`src/rtl/debug_regfile_slave.sv`:
```
// Debug-bus responder: NUM_REGS x DATA_WIDTH register bank, reg[0][0] drives halt_o.
// Grant WAIT_CYCLES after req_i is first seen, rvalid_o one cycle after grant; the master stalls on gnt_o.
module debug_regfile_slave #(
   parameter int ADDR_WIDTH  = 15,
   parameter int DATA_WIDTH  = 65,
   parameter int NUM_REGS    = 16,
   parameter int WAIT_CYCLES = 1
) (
   input  logic                  clk_i,
   input  logic                  rst_i,
   input  logic                  req_i,
   output logic                  gnt_o,
   output logic                  rvalid_o,
   input  logic [ADDR_WIDTH-1:0] addr_i,
   input  logic                  we_i,
   input  logic [DATA_WIDTH-1:0] wdata_i,
   output logic [DATA_WIDTH-1:0] rdata_o,
   output logic                  halt_o,
   output logic                  err_o,
   input  logic                  err_clr_i
);

   localparam int IDX_W = $clog2(NUM_REGS);
   localparam int CNT_W = (WAIT_CYCLES > 0) ? $clog2(WAIT_CYCLES + 1) : 1;
   localparam logic [CNT_W-1:0] CNT_LOAD = CNT_W'((WAIT_CYCLES > 0) ? WAIT_CYCLES - 1 : 0);

   typedef enum logic [1:0] {S_IDLE, S_WAIT, S_RESP} state_e;

   state_e                state_q, state_d;
   logic [CNT_W-1:0]      cnt_q, cnt_d;
   logic                  rvalid_q, rvalid_d;
   logic [DATA_WIDTH-1:0] rdata_q, rdata_d;
   logic                  err_q, err_d;
   logic [DATA_WIDTH-1:0] regs_q [NUM_REGS];
   logic [DATA_WIDTH-1:0] regs_d [NUM_REGS];

   logic [IDX_W-1:0]      idx;
   logic [ADDR_WIDTH-1:0] addr_hi;
   logic                  in_range;
   logic                  gnt;

   // Any address bit above the index field makes the access out of range.
   assign idx      = addr_i[IDX_W+2:3];
   assign addr_hi  = addr_i >> (IDX_W + 3);
   assign in_range = (addr_hi == '0);

   // State register
   always_ff @(posedge clk_i or posedge rst_i) begin
      if (rst_i) begin
         state_q <= S_IDLE;
         cnt_q   <= '0;
      end else begin
         state_q <= state_d;
         cnt_q   <= cnt_d;
      end
   end

   // Next-state logic
   always_comb begin
      state_d = state_q;
      cnt_d   = cnt_q;
      case (state_q)
         S_WAIT: begin
            if (!req_i) begin
               state_d = S_IDLE;
            end else if (cnt_q == '0) begin
               state_d = S_RESP;
            end else begin
               cnt_d = cnt_q - 1'b1;
            end
         end
         default: begin
            if (!req_i) begin
               state_d = S_IDLE;
            end else if (WAIT_CYCLES == 0) begin
               state_d = S_RESP;
            end else begin
               state_d = S_WAIT;
               cnt_d   = CNT_LOAD;
            end
         end
      endcase
   end

   // Output logic
   always_comb begin
      gnt = 1'b0;
      case (state_q)
         S_WAIT:  gnt = req_i && (cnt_q == '0);
         default: gnt = req_i && (WAIT_CYCLES == 0);
      endcase
   end

   // Datapath: register bank, read data and sticky error update on the grant edge.
   always_comb begin
      regs_d   = regs_q;
      rdata_d  = rdata_q;
      err_d    = err_q;
      rvalid_d = gnt;
      if (err_clr_i) begin
         err_d = 1'b0;
      end
      if (gnt) begin
         if (!in_range) begin
            err_d = 1'b1;
         end
         if (we_i) begin
            rdata_d = '0;
            if (in_range) begin
               regs_d[idx] = wdata_i;
            end
         end else begin
            rdata_d = in_range ? regs_q[idx] : '0;
         end
      end
   end

   always_ff @(posedge clk_i or posedge rst_i) begin
      if (rst_i) begin
         rvalid_q <= 1'b0;
         rdata_q  <= '0;
         err_q    <= 1'b0;
         for (int i = 0; i < NUM_REGS; i++) begin
            regs_q[i] <= '0;
         end
      end else begin
         rvalid_q <= rvalid_d;
         rdata_q  <= rdata_d;
         err_q    <= err_d;
         for (int i = 0; i < NUM_REGS; i++) begin
            regs_q[i] <= regs_d[i];
         end
      end
   end

   assign gnt_o    = gnt;
   assign rvalid_o = rvalid_q;
   assign rdata_o  = rdata_q;
   assign err_o    = err_q;
   assign halt_o   = regs_q[0][0];

endmodule

```
`config.mk`:
```
export PLATFORM = sky130hd
export DESIGN_NAME = debug_regfile_slave
export DESIGN_NICKNAME = d
export VERILOG_FILES = /design/src/rtl/debug_regfile_slave.sv
export SDC_FILE = /design/constraint.sdc
export NUM_CORES = 2
export LEC_CHECK = 0
export CAP_MARGIN = 25
export CORE_UTILIZATION = 50
export CTS_CLUSTER_SIZE = 14
export DETAILED_ROUTE_END_ITERATION = 10
export GPL_TIMING_DRIVEN = 1
export PLACE_DENSITY = 0.67
export SLEW_MARGIN = 15
export SYNTH_ARGS = -nofsm -noshare
export SYNTH_HDL_FRONTEND = slang
export SYNTH_SLANG_ARGS = --single-unit
export TNS_END_PERCENT = 1
```
`constraint.sdc`:
```
create_clock -name clk_i -period 62.4 [get_ports clk_i]
set_input_delay 9.36 -clock clk_i [delete_from_list [all_inputs] [get_ports clk_i]]
set_output_delay 9.36 -clock clk_i [all_outputs]
set_load 0.01 [all_outputs]
```
==> results.sh <==
export IMPL_status="complete, but fails checks"
export IMPL_violations="design-rule violations"
export IMPL_pwr_share_comb_pct=3.8
export IMPL_cts_htree_levels=3
export IMPL_fin_crit_ns=20.85
export IMPL_maxSlewViolCount=0
export IMPL_clock_latency_ns=0.69
export IMPL_power_per_cell_area_nw_per_um2=26.5
export IMPL_start_kind="input pin"
export IMPL_final_common_cell="dfrtp_1"
export IMPL_layout_area_seq_um2=27700
export IMPL_area_delta_synth_final_pct=13.3
export IMPL_vias=26900
export IMPL_max_slew_margin_pct=24.2
export IMPL_place_hpwl_um=63900
export IMPL_power_mw=1.47
export IMPL_clock_path_buffers=3
export IMPL_synthCells=2981
export IMPL_gp_congestion=0.719
export IMPL_drc_errors=16
export IMPL_power_share_clock_pct=47.2
export IMPL_numPortBuffers=150
export IMPL_die_h_um=315
export IMPL_yosys_warnings=0
export IMPL_multiInputGateArea_um2=20000
export IMPL_grt_max_degree=168
export IMPL_grt_util_all_layers_pct=25.1
export IMPL_grt_setup_unrepaired="false"
export IMPL_cp_required_ns=53.04
export IMPL_wire_per_inst_um=27.2
export IMPL_synth_distinct_cells=30
export IMPL_final_core_util_pct=57.2
export IMPL_ys_seq_area_share_pct=56.6
export IMPL_cts_made_buffers=116
export IMPL_pin_count=154
export IMPL_timing_hold_ws_ns=0.482
export IMPL_synth_seq_cells=1108
export IMPL_endpoint_kind="output port"
export IMPL_drtPass1Iterations=10
export IMPL_p_int_mw=1.15
export IMPL_tns_ns=0
export IMPL_setup_viol=0
export IMPL_fillers=7241
export IMPL_grt_antenna_before_repair=9
export IMPL_wl_um=120000
export IMPL_start_util_pct=50.5
export IMPL_fmax_mhz=48.0
export IMPL_cts_tree="yes"
export IMPL_drv_cap=0
export IMPL_die_area_um2=99200
export IMPL_postCtsHoldBufs=0
export IMPL_irDropWorstVdd_uv=21.4
export IMPL_grt_pass1_wl_um=188000
export IMPL_hold_viol_final=0
export IMPL_grt_overflow_total=0
export IMPL_antenna_left=0
export IMPL_period_share_pct=33.4
export IMPL_clock_skew_ns=0.0227
export IMPL_seqPwrFrac_pct=49.1
export IMPL_switchingPower_mw=0.318
export IMPL_cts_sinks=1108
export IMPL_layout_nets=3127
export IMPL_via_per_inst=6.11
export IMPL_p_sw_share_pct=21.7
export IMPL_cts_resized=0
export IMPL_worst_pin_slew_ns=1.14
export IMPL_fp_dieW_um=315
export IMPL_avgSynthCellArea_um2=16.4
export IMPL_arrival_ns=11.49
export IMPL_drtIter0Drc=1932
export IMPL_hold_class="flop to flop"
export IMPL_core_area_um2=96900
export IMPL_root_buffer="clkbuf_16"
export IMPL_mostFrequentLayoutCells="dfrtp_1, mux2_2, mux4_2"
export IMPL_path_clk_slew_ns=0.06
export IMPL_syn_num_nets=3066
export IMPL_synth_cell_area_um2=48900
export IMPL_crit_type="input pin to output port"
export IMPL_leakagePower_nw=26.8
export IMPL_post_cts_buffers=0
export IMPL_worstPathMaxFanout=32
export IMPL_grt_pass1_vias=30300
export IMPL_num_rows=114
export IMPL_drive_above_1_share_pct=43.6
[power by group through the flow]
stage / registers, mW / logic [mW] / clock network (mW)
2_1_floorplan: 0.734 / 0.0340 / 0
4_1_cts: 0.720 / 0.0550 / 0.708
5_1_grt: 0.719 / 0.0608 / 0.737
6_report: 0.720 / 0.0552 / 0.692
3_3_place_gp: 0.733 / 0.0525 / 0
3_5_place_dp: 0.733 / 0.0549 / 0
[routing by layer]
metal / up-vias / track usage [%] / wire length (um)
met2: 652 / 40.5 / 58500
li1: 11300 / - / -
met5: - / 0 / 59
met4: 8 / 7.06 / 2620
met1: 14800 / 35.4 / 52800
met3: 193 / 3.95 / 6210
[kinds of logic after synthesis]
| logic type | share of synthesized area, % |
|---|---|
| buf+inv | 2.65 |
| flops | 56.6 |
| mux | 38.5 |
| simple gates | 0.964 |
| compound gates | 1.20 |
[final timing paths]
check / cells past startpoint / slack (ns) / to / from
min in group asynchronous: 2 / 9.27 / regs_q[782] / rst_i
worst max-delay path: 4 / 41.55 / gnt_o / req_i
worst min register to register: 1 / 0.48 / regs_q[957] / regs_q[957]
worst min-delay path: 1 / 0.48 / regs_q[957] / regs_q[957]
worst max register to register: 8 / 58.21 / regs_q[928] / state_q[1]
max in group asynchronous: 5 / 50.16 / regs_q[294] / rst_i
[stage by stage]
stage	std cells	worst slack [ns]	instance area, um2
finish	4412	41.55	55400
global route	4412	41.44	55400
CTS	4402	41.52	55200
detailed placement	4193	41.52	51400
global placement	4193	41.56	51400
floorplan	2981	21.84	48900
[state kept, by name, indices dropped and copies added, names as in the netlist]
signal and count:
err_o 1, halt_o 1, rdata_o 65, regs_q 1039, state_q 2
[critical path, stage by stage]
cell	delay, ns
clkdlybuf4s50_1	0.53
nand3_4	0.55
inv_1	0.43
clkdlybuf4s50_1	0.61
[synthesized netlist by cell type (all sizes together)]
master,number,area [um2]
a22o,1,8.76
and3b,1,8.76
nand4,2,12.5
clkbuf,51,191
or3,2,12.5
nor3,6,30.0
buf,222,1090
or4b,1,10.0
nand3b,1,7.51
nand2b,2,12.5
nor2,4,15.0
nor4b,2,17.5
dfrtp,1108,27700
inv,5,18.8
or4,1,7.51
nand3,2,15.0
nand2,68,255
a21boi,1,7.51
nor4,6,67.6
mux2i,130,1300
mux2,1040,11700
mux4,260,5860
o221ai,65,569
[cell type report]
class                           count  area share (%)
Inverter                            5          0.0474
Timing Repair Buffer              216            3.93
Sequential cell                  1108            50.0
Tap cell                         1276            2.88
Multi-Input combinational cell   1595            36.1
Clock buffer                      182            6.43
Antenna cell                        3          0.0135
Clock inverter                     27           0.539
(Power assumes the default switching activity.)
